[src/rtl/fpu_arbiter_if.sv]
// Request, response and FPU-side signals of the two-requester FPU arbiter.
// rsp_exc exists only when FPU_ARB_EXC_EN is defined.
interface fpu_arbiter_if;
  logic        req0_valid;
  logic        req0_ready;
  logic [31:0] req0_a;
  logic [31:0] req0_b;
  logic [1:0]  req0_op;
  logic        req1_valid;
  logic        req1_ready;
  logic [31:0] req1_a;
  logic [31:0] req1_b;
  logic [1:0]  req1_op;
  logic        rsp0_valid;
  logic        rsp0_ready;
  logic        rsp1_valid;
  logic        rsp1_ready;
  logic [31:0] rsp_result;
  logic [31:0] fpu_a;
  logic [31:0] fpu_b;
  logic [1:0]  fpu_op;
  logic [31:0] fpu_result;
  logic        busy;
`ifdef FPU_ARB_EXC_EN
  logic [1:0]  rsp_exc;
`endif

  modport slave (
`ifdef FPU_ARB_EXC_EN
    output rsp_exc,
`endif
    input  req0_valid, req0_a, req0_b, req0_op,
    input  req1_valid, req1_a, req1_b, req1_op,
    input  rsp0_ready, rsp1_ready, fpu_result,
    output req0_ready, req1_ready, rsp0_valid, rsp1_valid,
    output rsp_result, fpu_a, fpu_b, fpu_op, busy
  );

  modport master (
`ifdef FPU_ARB_EXC_EN
    input  rsp_exc,
`endif
    output req0_valid, req0_a, req0_b, req0_op,
    output req1_valid, req1_a, req1_b, req1_op,
    output rsp0_ready, rsp1_ready, fpu_result,
    input  req0_ready, req1_ready, rsp0_valid, rsp1_valid,
    input  rsp_result, fpu_a, fpu_b, fpu_op, busy
  );
endinterface

[src/rtl/fpu_arbiter.sv]
// Round-robin sharing of one combinational FPU between two requesters, one op in flight.
// Optional NaN/Inf flags on the response are enabled by defining FPU_ARB_EXC_EN.
module fpu_arbiter #(
  parameter int unsigned SETTLE_CYCLES = 2
) (
  input  logic         clk,
  input  logic         rst_n,
  fpu_arbiter_if.slave bus
);
  typedef enum logic [1:0] {IDLE = 2'd0, ISSUE = 2'd1, RESP = 2'd2} state_t;

  localparam logic [3:0] CNT_LOAD = 4'(SETTLE_CYCLES - 1);

  state_t      state_reg, state_next;
  logic        last_grant_reg, last_grant_next;
  logic        owner_reg, owner_next;
  logic [3:0]  cnt_reg, cnt_next;
  logic [31:0] fpu_a_reg, fpu_a_next;
  logic [31:0] fpu_b_reg, fpu_b_next;
  logic [1:0]  fpu_op_reg, fpu_op_next;
  logic [31:0] result_reg, result_next;
`ifdef FPU_ARB_EXC_EN
  logic [1:0]  exc_reg, exc_next;
`endif
  logic        grant_valid;
  logic        grant_id;
  logic        rsp_taken;

  // On a tie the requester that was not served last wins.
  always_comb begin
    grant_valid = bus.req0_valid | bus.req1_valid;
    grant_id    = 1'b0;
    if (bus.req0_valid && bus.req1_valid) begin
      grant_id = ~last_grant_reg;
    end else if (bus.req1_valid) begin
      grant_id = 1'b1;
    end
  end

  assign rsp_taken = owner_reg ? bus.rsp1_ready : bus.rsp0_ready;

  always_comb begin
    state_next      = state_reg;
    last_grant_next = last_grant_reg;
    owner_next      = owner_reg;
    cnt_next        = cnt_reg;
    fpu_a_next      = fpu_a_reg;
    fpu_b_next      = fpu_b_reg;
    fpu_op_next     = fpu_op_reg;
    result_next     = result_reg;
`ifdef FPU_ARB_EXC_EN
    exc_next        = exc_reg;
`endif
    case (state_reg)
      IDLE: begin
        if (grant_valid) begin
          owner_next      = grant_id;
          last_grant_next = grant_id;
          cnt_next        = CNT_LOAD;
          state_next      = ISSUE;
          if (grant_id) begin
            fpu_a_next  = bus.req1_a;
            fpu_b_next  = bus.req1_b;
            fpu_op_next = bus.req1_op;
          end else begin
            fpu_a_next  = bus.req0_a;
            fpu_b_next  = bus.req0_b;
            fpu_op_next = bus.req0_op;
          end
        end
      end
      ISSUE: begin
        if (cnt_reg == 4'd0) begin
          result_next = bus.fpu_result;
`ifdef FPU_ARB_EXC_EN
          exc_next[0] = (bus.fpu_result[30:23] == 8'hFF) && (bus.fpu_result[22:0] != 23'd0);
          exc_next[1] = (bus.fpu_result[30:23] == 8'hFF) && (bus.fpu_result[22:0] == 23'd0);
`endif
          state_next  = RESP;
        end else begin
          cnt_next = cnt_reg - 4'd1;
        end
      end
      RESP: begin
        if (rsp_taken) begin
          state_next = IDLE;
        end
      end
      default: state_next = IDLE;
    endcase
  end

  always_ff @(posedge clk or negedge rst_n) begin
    if (!rst_n) begin
      state_reg      <= IDLE;
      last_grant_reg <= 1'b1;
      owner_reg      <= 1'b0;
      cnt_reg        <= 4'd0;
      fpu_a_reg      <= 32'd0;
      fpu_b_reg      <= 32'd0;
      fpu_op_reg     <= 2'b00;
      result_reg     <= 32'd0;
`ifdef FPU_ARB_EXC_EN
      exc_reg        <= 2'b00;
`endif
    end else begin
      state_reg      <= state_next;
      last_grant_reg <= last_grant_next;
      owner_reg      <= owner_next;
      cnt_reg        <= cnt_next;
      fpu_a_reg      <= fpu_a_next;
      fpu_b_reg      <= fpu_b_next;
      fpu_op_reg     <= fpu_op_next;
      result_reg     <= result_next;
`ifdef FPU_ARB_EXC_EN
      exc_reg        <= exc_next;
`endif
    end
  end

  assign bus.req0_ready = (state_reg == IDLE) && grant_valid && !grant_id;
  assign bus.req1_ready = (state_reg == IDLE) && grant_valid && grant_id;
  assign bus.rsp0_valid = (state_reg == RESP) && !owner_reg;
  assign bus.rsp1_valid = (state_reg == RESP) && owner_reg;
  assign bus.rsp_result = result_reg;
  assign bus.fpu_a      = fpu_a_reg;
  assign bus.fpu_b      = fpu_b_reg;
  assign bus.fpu_op     = fpu_op_reg;
  assign bus.busy       = (state_reg != IDLE);
`ifdef FPU_ARB_EXC_EN
  assign bus.rsp_exc    = exc_reg;
`endif
endmodule

[src/flat_wrapper.sv]
// flat-port wrapper written by rule: the top's interface ports become plain ports
module fpu_arbiter_flat 
#(
  parameter int unsigned SETTLE_CYCLES = 2
)
  (clk, rst_n, bus_req0_valid, bus_req0_a, bus_req0_b, bus_req0_op, bus_req1_valid, bus_req1_a, bus_req1_b, bus_req1_op, bus_rsp0_ready, bus_rsp1_ready, bus_fpu_result, bus_req0_ready, bus_req1_ready, bus_rsp0_valid, bus_rsp1_valid, bus_rsp_result, bus_fpu_a, bus_fpu_b, bus_fpu_op, bus_busy);
  fpu_arbiter_if bus_i ();
  input  logic clk;
  input  logic rst_n;
  input wire logic [$bits(bus_i.req0_valid)-1:0] bus_req0_valid;
  input wire logic [$bits(bus_i.req0_a)-1:0] bus_req0_a;
  input wire logic [$bits(bus_i.req0_b)-1:0] bus_req0_b;
  input wire logic [$bits(bus_i.req0_op)-1:0] bus_req0_op;
  input wire logic [$bits(bus_i.req1_valid)-1:0] bus_req1_valid;
  input wire logic [$bits(bus_i.req1_a)-1:0] bus_req1_a;
  input wire logic [$bits(bus_i.req1_b)-1:0] bus_req1_b;
  input wire logic [$bits(bus_i.req1_op)-1:0] bus_req1_op;
  input wire logic [$bits(bus_i.rsp0_ready)-1:0] bus_rsp0_ready;
  input wire logic [$bits(bus_i.rsp1_ready)-1:0] bus_rsp1_ready;
  input wire logic [$bits(bus_i.fpu_result)-1:0] bus_fpu_result;
  output wire logic [$bits(bus_i.req0_ready)-1:0] bus_req0_ready;
  output wire logic [$bits(bus_i.req1_ready)-1:0] bus_req1_ready;
  output wire logic [$bits(bus_i.rsp0_valid)-1:0] bus_rsp0_valid;
  output wire logic [$bits(bus_i.rsp1_valid)-1:0] bus_rsp1_valid;
  output wire logic [$bits(bus_i.rsp_result)-1:0] bus_rsp_result;
  output wire logic [$bits(bus_i.fpu_a)-1:0] bus_fpu_a;
  output wire logic [$bits(bus_i.fpu_b)-1:0] bus_fpu_b;
  output wire logic [$bits(bus_i.fpu_op)-1:0] bus_fpu_op;
  output wire logic [$bits(bus_i.busy)-1:0] bus_busy;
  assign bus_i.req0_valid = bus_req0_valid;
  assign bus_i.req0_a = bus_req0_a;
  assign bus_i.req0_b = bus_req0_b;
  assign bus_i.req0_op = bus_req0_op;
  assign bus_i.req1_valid = bus_req1_valid;
  assign bus_i.req1_a = bus_req1_a;
  assign bus_i.req1_b = bus_req1_b;
  assign bus_i.req1_op = bus_req1_op;
  assign bus_i.rsp0_ready = bus_rsp0_ready;
  assign bus_i.rsp1_ready = bus_rsp1_ready;
  assign bus_i.fpu_result = bus_fpu_result;
  assign bus_req0_ready = bus_i.req0_ready;
  assign bus_req1_ready = bus_i.req1_ready;
  assign bus_rsp0_valid = bus_i.rsp0_valid;
  assign bus_rsp1_valid = bus_i.rsp1_valid;
  assign bus_rsp_result = bus_i.rsp_result;
  assign bus_fpu_a = bus_i.fpu_a;
  assign bus_fpu_b = bus_i.fpu_b;
  assign bus_fpu_op = bus_i.fpu_op;
  assign bus_busy = bus_i.busy;
  fpu_arbiter #(.SETTLE_CYCLES(SETTLE_CYCLES)) u_core (.clk(clk), .rst_n(rst_n), .bus(bus_i));
endmodule
[config.mk]
export PLATFORM = sky130hd
export DESIGN_NAME = fpu_arbiter_flat
export DESIGN_NICKNAME = d
export VERILOG_FILES = /design/src/rtl/fpu_arbiter_if.sv /design/src/rtl/fpu_arbiter.sv /design/src/flat_wrapper.sv
export SDC_FILE = /design/constraint.sdc
export NUM_CORES = 1
export LEC_CHECK = 0
export CORE_AREA = 2 2 105 107
export CTS_CLUSTER_SIZE = 24
export DETAILED_ROUTE_END_ITERATION = 6
export DIE_AREA = 0 0 107 109
export DONT_BUFFER_PORTS = 1
export PLACE_DENSITY = 0.66
export SETUP_SLACK_MARGIN = 0.4
export SLEW_MARGIN = 20
export SYNTH_ARGS = -nofsm -noshare
export SYNTH_HDL_FRONTEND = slang
export SYNTH_SLANG_ARGS = --single-unit
[constraint.sdc]
create_clock -name clk -period 3.5 [get_ports clk]
set_input_delay 0.7 -clock clk [delete_from_list [all_inputs] [get_ports clk]]
set_output_delay 0.7 -clock clk [all_outputs]
set_load 0.005 [all_outputs]
# --- Word-level counts from Yosys, hierarchy flattened ---
# Index checks and enable logic that the tools add are counted.
# Widths: inputs -> output; s select.
word_totals:
  ff_bits: 106
  latchBits: 0
  mem_bits_rw: 0
  rom_bits: 0
  inputBits: 170
  out_inout_bits: 103
  memories: 0
classes:
  addsub: 1
  n_mul: 0
  n_div: 0
  order_cmp: 0
  eq_ne: 6
  shifts: 0
  mux: 13
  bitwise_logic: 2
  n_reduce_logical: 16
ops:
  columns: ["cell", "count"]
  rows:
  - ["$mux 32", 2]
  - ["$mux 2", 4]
  - ["$mux 4", 2]
  - ["$pmux 4 s2", 1]
  - ["$logic_and 1x1->1", 6]
  - ["$ne 2x1->1 const B", 3]
  - ["$pmux 2 s3", 1]
  - ["$reduce_and 3->1", 2]
  - ["$logic_not 4->1", 1]
  - ["$reduce_and 2->1", 2]
  - ["$reduce_bool 2->1", 2]
  - ["$sub 4x1->4 const B", 1]
  - ["$mux 1", 3]
  - ["$eq 2x1->1 const B", 1]
  - ["$eq 2x2->1 const B", 1]
  - ["$logic_not 1->1", 2]
  - ["$logic_not 2->1", 1]
  - ["$ne 2x2->1 const B", 1]
  - ["$not 1->1", 1]
  - ["$or 1x1->1", 1]

# --- Depth between registers and ports, before layout ---
logic_depth:
  word_depth: 4
  depth_mapped: 7
  ltp_nobuf: 5

# --- Least setup slack after synthesis ---
# OpenSTA, ideal clock, no wires.
synth_path:
  path_type: "input to output"
  startpoint: "input bus_req1_valid"
  endpoint: "output bus_req1_ready"
  arrival_time_ns: 1.517
  required_ns: 2.800
  path_slack_ns: 1.283
  cell_stages: 4
  cell_sequence: "a21boi_2 > clkbuf_1 > clkbuf_1 > and2_1"
synth_between:
  elab_chain_len: 3
  elab_cells_between_ends: 6
  classes_between: "2 x mux; 1 x bitwise; 3 x reduce/logical"
synth_rtl:
  columns: ["item", "line", "source"]
  rows:
  - ["from (decl)", "flat_wrapper.sv:14", "input wire logic [$bits(bus_i.req1_valid)-1:0] bus_req1_valid;"]
  - ["$mux 1 (tied with other cells)", "fpu_arbiter.sv:35", "end else if (bus.req1_valid) begin"]
  - ["$mux 1 / $logic_and 1x1->1 (equally long branches)", "fpu_arbiter.sv:33, fpu_arbiter.sv:122", null]
  - ["$logic_and 1x1->1 (*)", "fpu_arbiter.sv:122", "assign bus.req1_ready = (state_reg == IDLE) && grant_valid && grant_id;"]
  - ["to (decl)", "flat_wrapper.sv:22", "output wire logic [$bits(bus_i.req1_ready)-1:0] bus_req1_ready;"]
# Every way passes the cells marked *; elsewhere a longest branch is shown, timed or not.

# --- Final worst setup path ---
layout_path:
  startpoint: "register u_core.state_reg[0]"
  endpoint: "output bus_req0_ready"
layout_between:
  elab_chain_len: 3
layout_rtl:
  columns: ["item", "line", "source"]
  rows:
  - ["from (decl)", "fpu_arbiter.sv:14", "state_t state_reg, state_next;"]
  - ["from (signal assigned)", "fpu_arbiter.sv:107", "state_reg <= state_next;"]
  - ["$logic_not 2->1", "fpu_arbiter.sv:121", "assign bus.req0_ready = (state_reg == IDLE) && grant_valid && !grant_id;"]
  - ["$logic_and 1x1->1 (2 in a row)", "fpu_arbiter.sv:121", null]
  - ["to (decl)", "flat_wrapper.sv:21", "output wire logic [$bits(bus_i.req0_ready)-1:0] bus_req0_ready;"]
# Every way passes these cells.

==> impl_results.md <==
- Switching share of power: 34.5%
- P_sw: 1.58 mW
- Setup-failing EPs final: 0
- Yosys cell types: 33
- Placed Cells: 453
- Slew Limit Fails: 0
- Vias per inst: 6.31
- Worst-Margin Slew: 0.896 ns
- Share of cells above drive strength 1: 19.5%
- Yosys Warn Count: 0
- Initial antenna violation count: 0
- Compound-cell area share of the yosys netlist: 16.6%
- Seq/Total Area, Yosys: 58.6%
- Clk Latency, worst-skew pair: 0.37 ns
- Grt ovf: 0
- Post-Route WL: 11800 µm
- Maxcap violations: 0
- Slew margin rel.: 40.1%
- Hpwl dp: 7980 µm
- Post-Synth Simple-Gate Area: 12.0%
- #FFs+latches synth: 106
- Synth top area cells: dfrtp_1 58%, a221o_1 15%, and3_1 9.4%, mux2_2 8.2%, clkbuf_1 1.5%
- Tot GR Track Use: 19.1%
- P&R area growth vs syn: 7.68%
- Arr. time, crit path: 2.05 ns
- CTS root buf: clkbuf_8
- Tcrit/Tclk final: 78.6%
- Critical path peak fanout: 30
- Ant diodes: 0
- Core area: 0.0106 mm²
- Routability congestion estimate from global placement: 0.725
- Area of the multi-input gates: 0.00171 mm²
- Synth Instances: 341
- Worst Skew: 0.0130 ns
- Pleak: 2.35 nW
- Setup_tns: 0 ns
- Synth Flop Type: dfrtp_1
- Largest net degree at the start of global routing: 59
- DRC Markers: 0
- Chip height: 109 µm
- Clock power frac: 17.1%
- Yosys top cell area share: 58.0%
- CTS sink cnt: 106
- Avg WL per Cell: 24.9 µm
- Die X-Extent: 107 µm
- Input/output buffers: 0
- WP data required: 2.80 ns
- Total power: 4.58 mW
- Count leader, synth: dfrtp_1
- Worst vdd ir: 0.000401 V
- Setup Buffers After CTS: 0
- Worst setup SP type: flip-flop
- Largest family of logic cells by synthesized area: compound AO/OA/AOI/OAI gates
- # H-tree levels: 3
- Post-synthesis adder-cell area fraction: 0.553%
- Crit. End Element: output pin
- XOR/XNOR Fraction of Synth Area: 0%
- CTS tree: built
- Cell Int Power: 3.00 mW
- Post-route minimum period: 2.75 ns
- PwrDens: 939 mW/mm²
- Post-DRT Antenna Nets: 0
- Fillers: 966
- Pre-antenna DRT Iters: 4
- RSZ-0062 raised after global routing: false
- Vias: 2984
- Finished Layout Cells: 473
- Nets: 500
- CTS clk-pin slew, worst paths: 0.10 ns
- Post-synthesis mux area share: 8.21%
- Comb power frac: 31.2%
- Post-Syn Area: 0.00453 mm²
- Vias in the first global route: 3018
- Final hold vios: 0
- Post-Syn Nets: 513
- Run status: completed
- Max clock buf depth: 2
- IO Pins: 273
- Core Rows: 38
- Sequential power share: 51.7%
- EDFF count, synth: 0
- Fraction of registers with async set/reset: 100%
- FF+latch area: 0.00265 mm²
- Die ar.: 0.0117 mm²
- Post-synth top cells: 105 x dfrtp_1, 68 x and3_1, 66 x a221o_1
- CTS Buf Count: 9
- Starting Density: 42.7%
- Critical path type: flip-flop to output pin
- Fmax achieved: 364 MHz
- Min-delay worst type: input port to async pin
- First-pass GRT wire length: 16700 µm
- Initial drt markers: 189
- Dominant cell type by area after synthesis: dfrtp_1
- Syn Area/Cell: 13.3 µm²
[metal layers]
layer  GRT usage [%]  wire (µm)  part of all wire (%)  vias to the layer above
li1                -          -                     -                     1299
met1            22.1       4570                    39                     1472
met2            33.1       5930                    50                      202
met3            7.17       1130                   9.6                       11
met4            5.94        138                   1.2                        0
met5               0          0                     0                        -
[final timing paths]
| kind | start | end | slack (ns) | cells past startpoint |
|---|---|---|---|---|
| max | u_core.state_reg[0] | bus_req0_ready | 0.75 | 2 |
| min | rst_n | u_core.bus.fpu_b[25] | 0.14 | 1 |
| max reg2reg | u_core.state_reg[0] | u_core.bus.fpu_b[12] | 1.03 | 4 |
| min reg2reg | u_core.owner_reg | u_core.owner_reg | 0.54 | 1 |
| max in group asynchronous | rst_n | u_core.bus.rsp_result[21] | 2.22 | 1 |
| min in group clk | bus_req0_a[13] | u_core.bus.fpu_a[13] | 0.47 | 1 |
[placed cells by master, fill, tap and decap left out, types with 2 or more instances in the layout]
master and count:
nor3_1 3, buf_4 5, a21o_1 2, mux2_2 33, buf_12 3, ha_1 2, clkinv_4 2, inv_1 4
dfrtp_1 105, nor2b_1 2, nand2_1 2, and3_1 67, a22o_1 2, a221o_1 66, nand2b_1 2, clkbuf_8 11
[timing repair]
action,in CTS,in global routing
resized for setup,0,0
endpoints found under the hold margin,36,31
endpoints found under the setup margin,0,0
hold buffers,3,1
[power by group through the flow]
| stage | logic [mW] | clock network [mW] | registers [mW] |
|---|---|---|---|
| after detailed placement | 1.42 | 0 | 2.38 |
| after CTS | 1.43 | 0.810 | 2.37 |
| after floorplan | 1.23 | 0 | 2.21 |
| after global routing | 1.58 | 0.856 | 2.44 |
| final | 1.43 | 0.783 | 2.37 |
| after global placement | 1.34 | 0 | 2.39 |
[through the flow]
stage          worst slack (ns)  hold WS [ns]  instance area (µm²)  util, %
3_3_place_gp               1.12         0.407                 4590     43.3
3_5_place_dp               1.00         0.407                 4590     43.3
5_1_grt                   0.567         0.120                 4880     46.0
2_1_floorplan              1.28         0.404                 4530        -
6_report                  0.749         0.140                 4880     46.0
4_1_cts                   0.673       0.00516                 4860     45.8
[kinds of logic after synthesis]
group	Yosys count
adder cells (fa/ha/maj)	2
multiplexers	33
AO/OA/AOI/OAI	77
flip-flops	106
buffers and inverters	37
AND/OR/NAND/NOR	86
[worst max-delay path, cell delays in order (launching register included)]
cell and delay, ns:
dfrtp_1 0.49, nor2_4 0.48, and3_2 0.72
[area by class of cell]
cell class              instances  area share [%]
inverters                       4           0.308
well taps                     140            3.59
repair buffers                  9            2.21
clock inverters                 5            1.26
multi-input cells             198            35.1
flip-flops and latches        106            54.4
clock buffers                  11            3.10
Note: power is estimated with default switching activity, not from simulation.
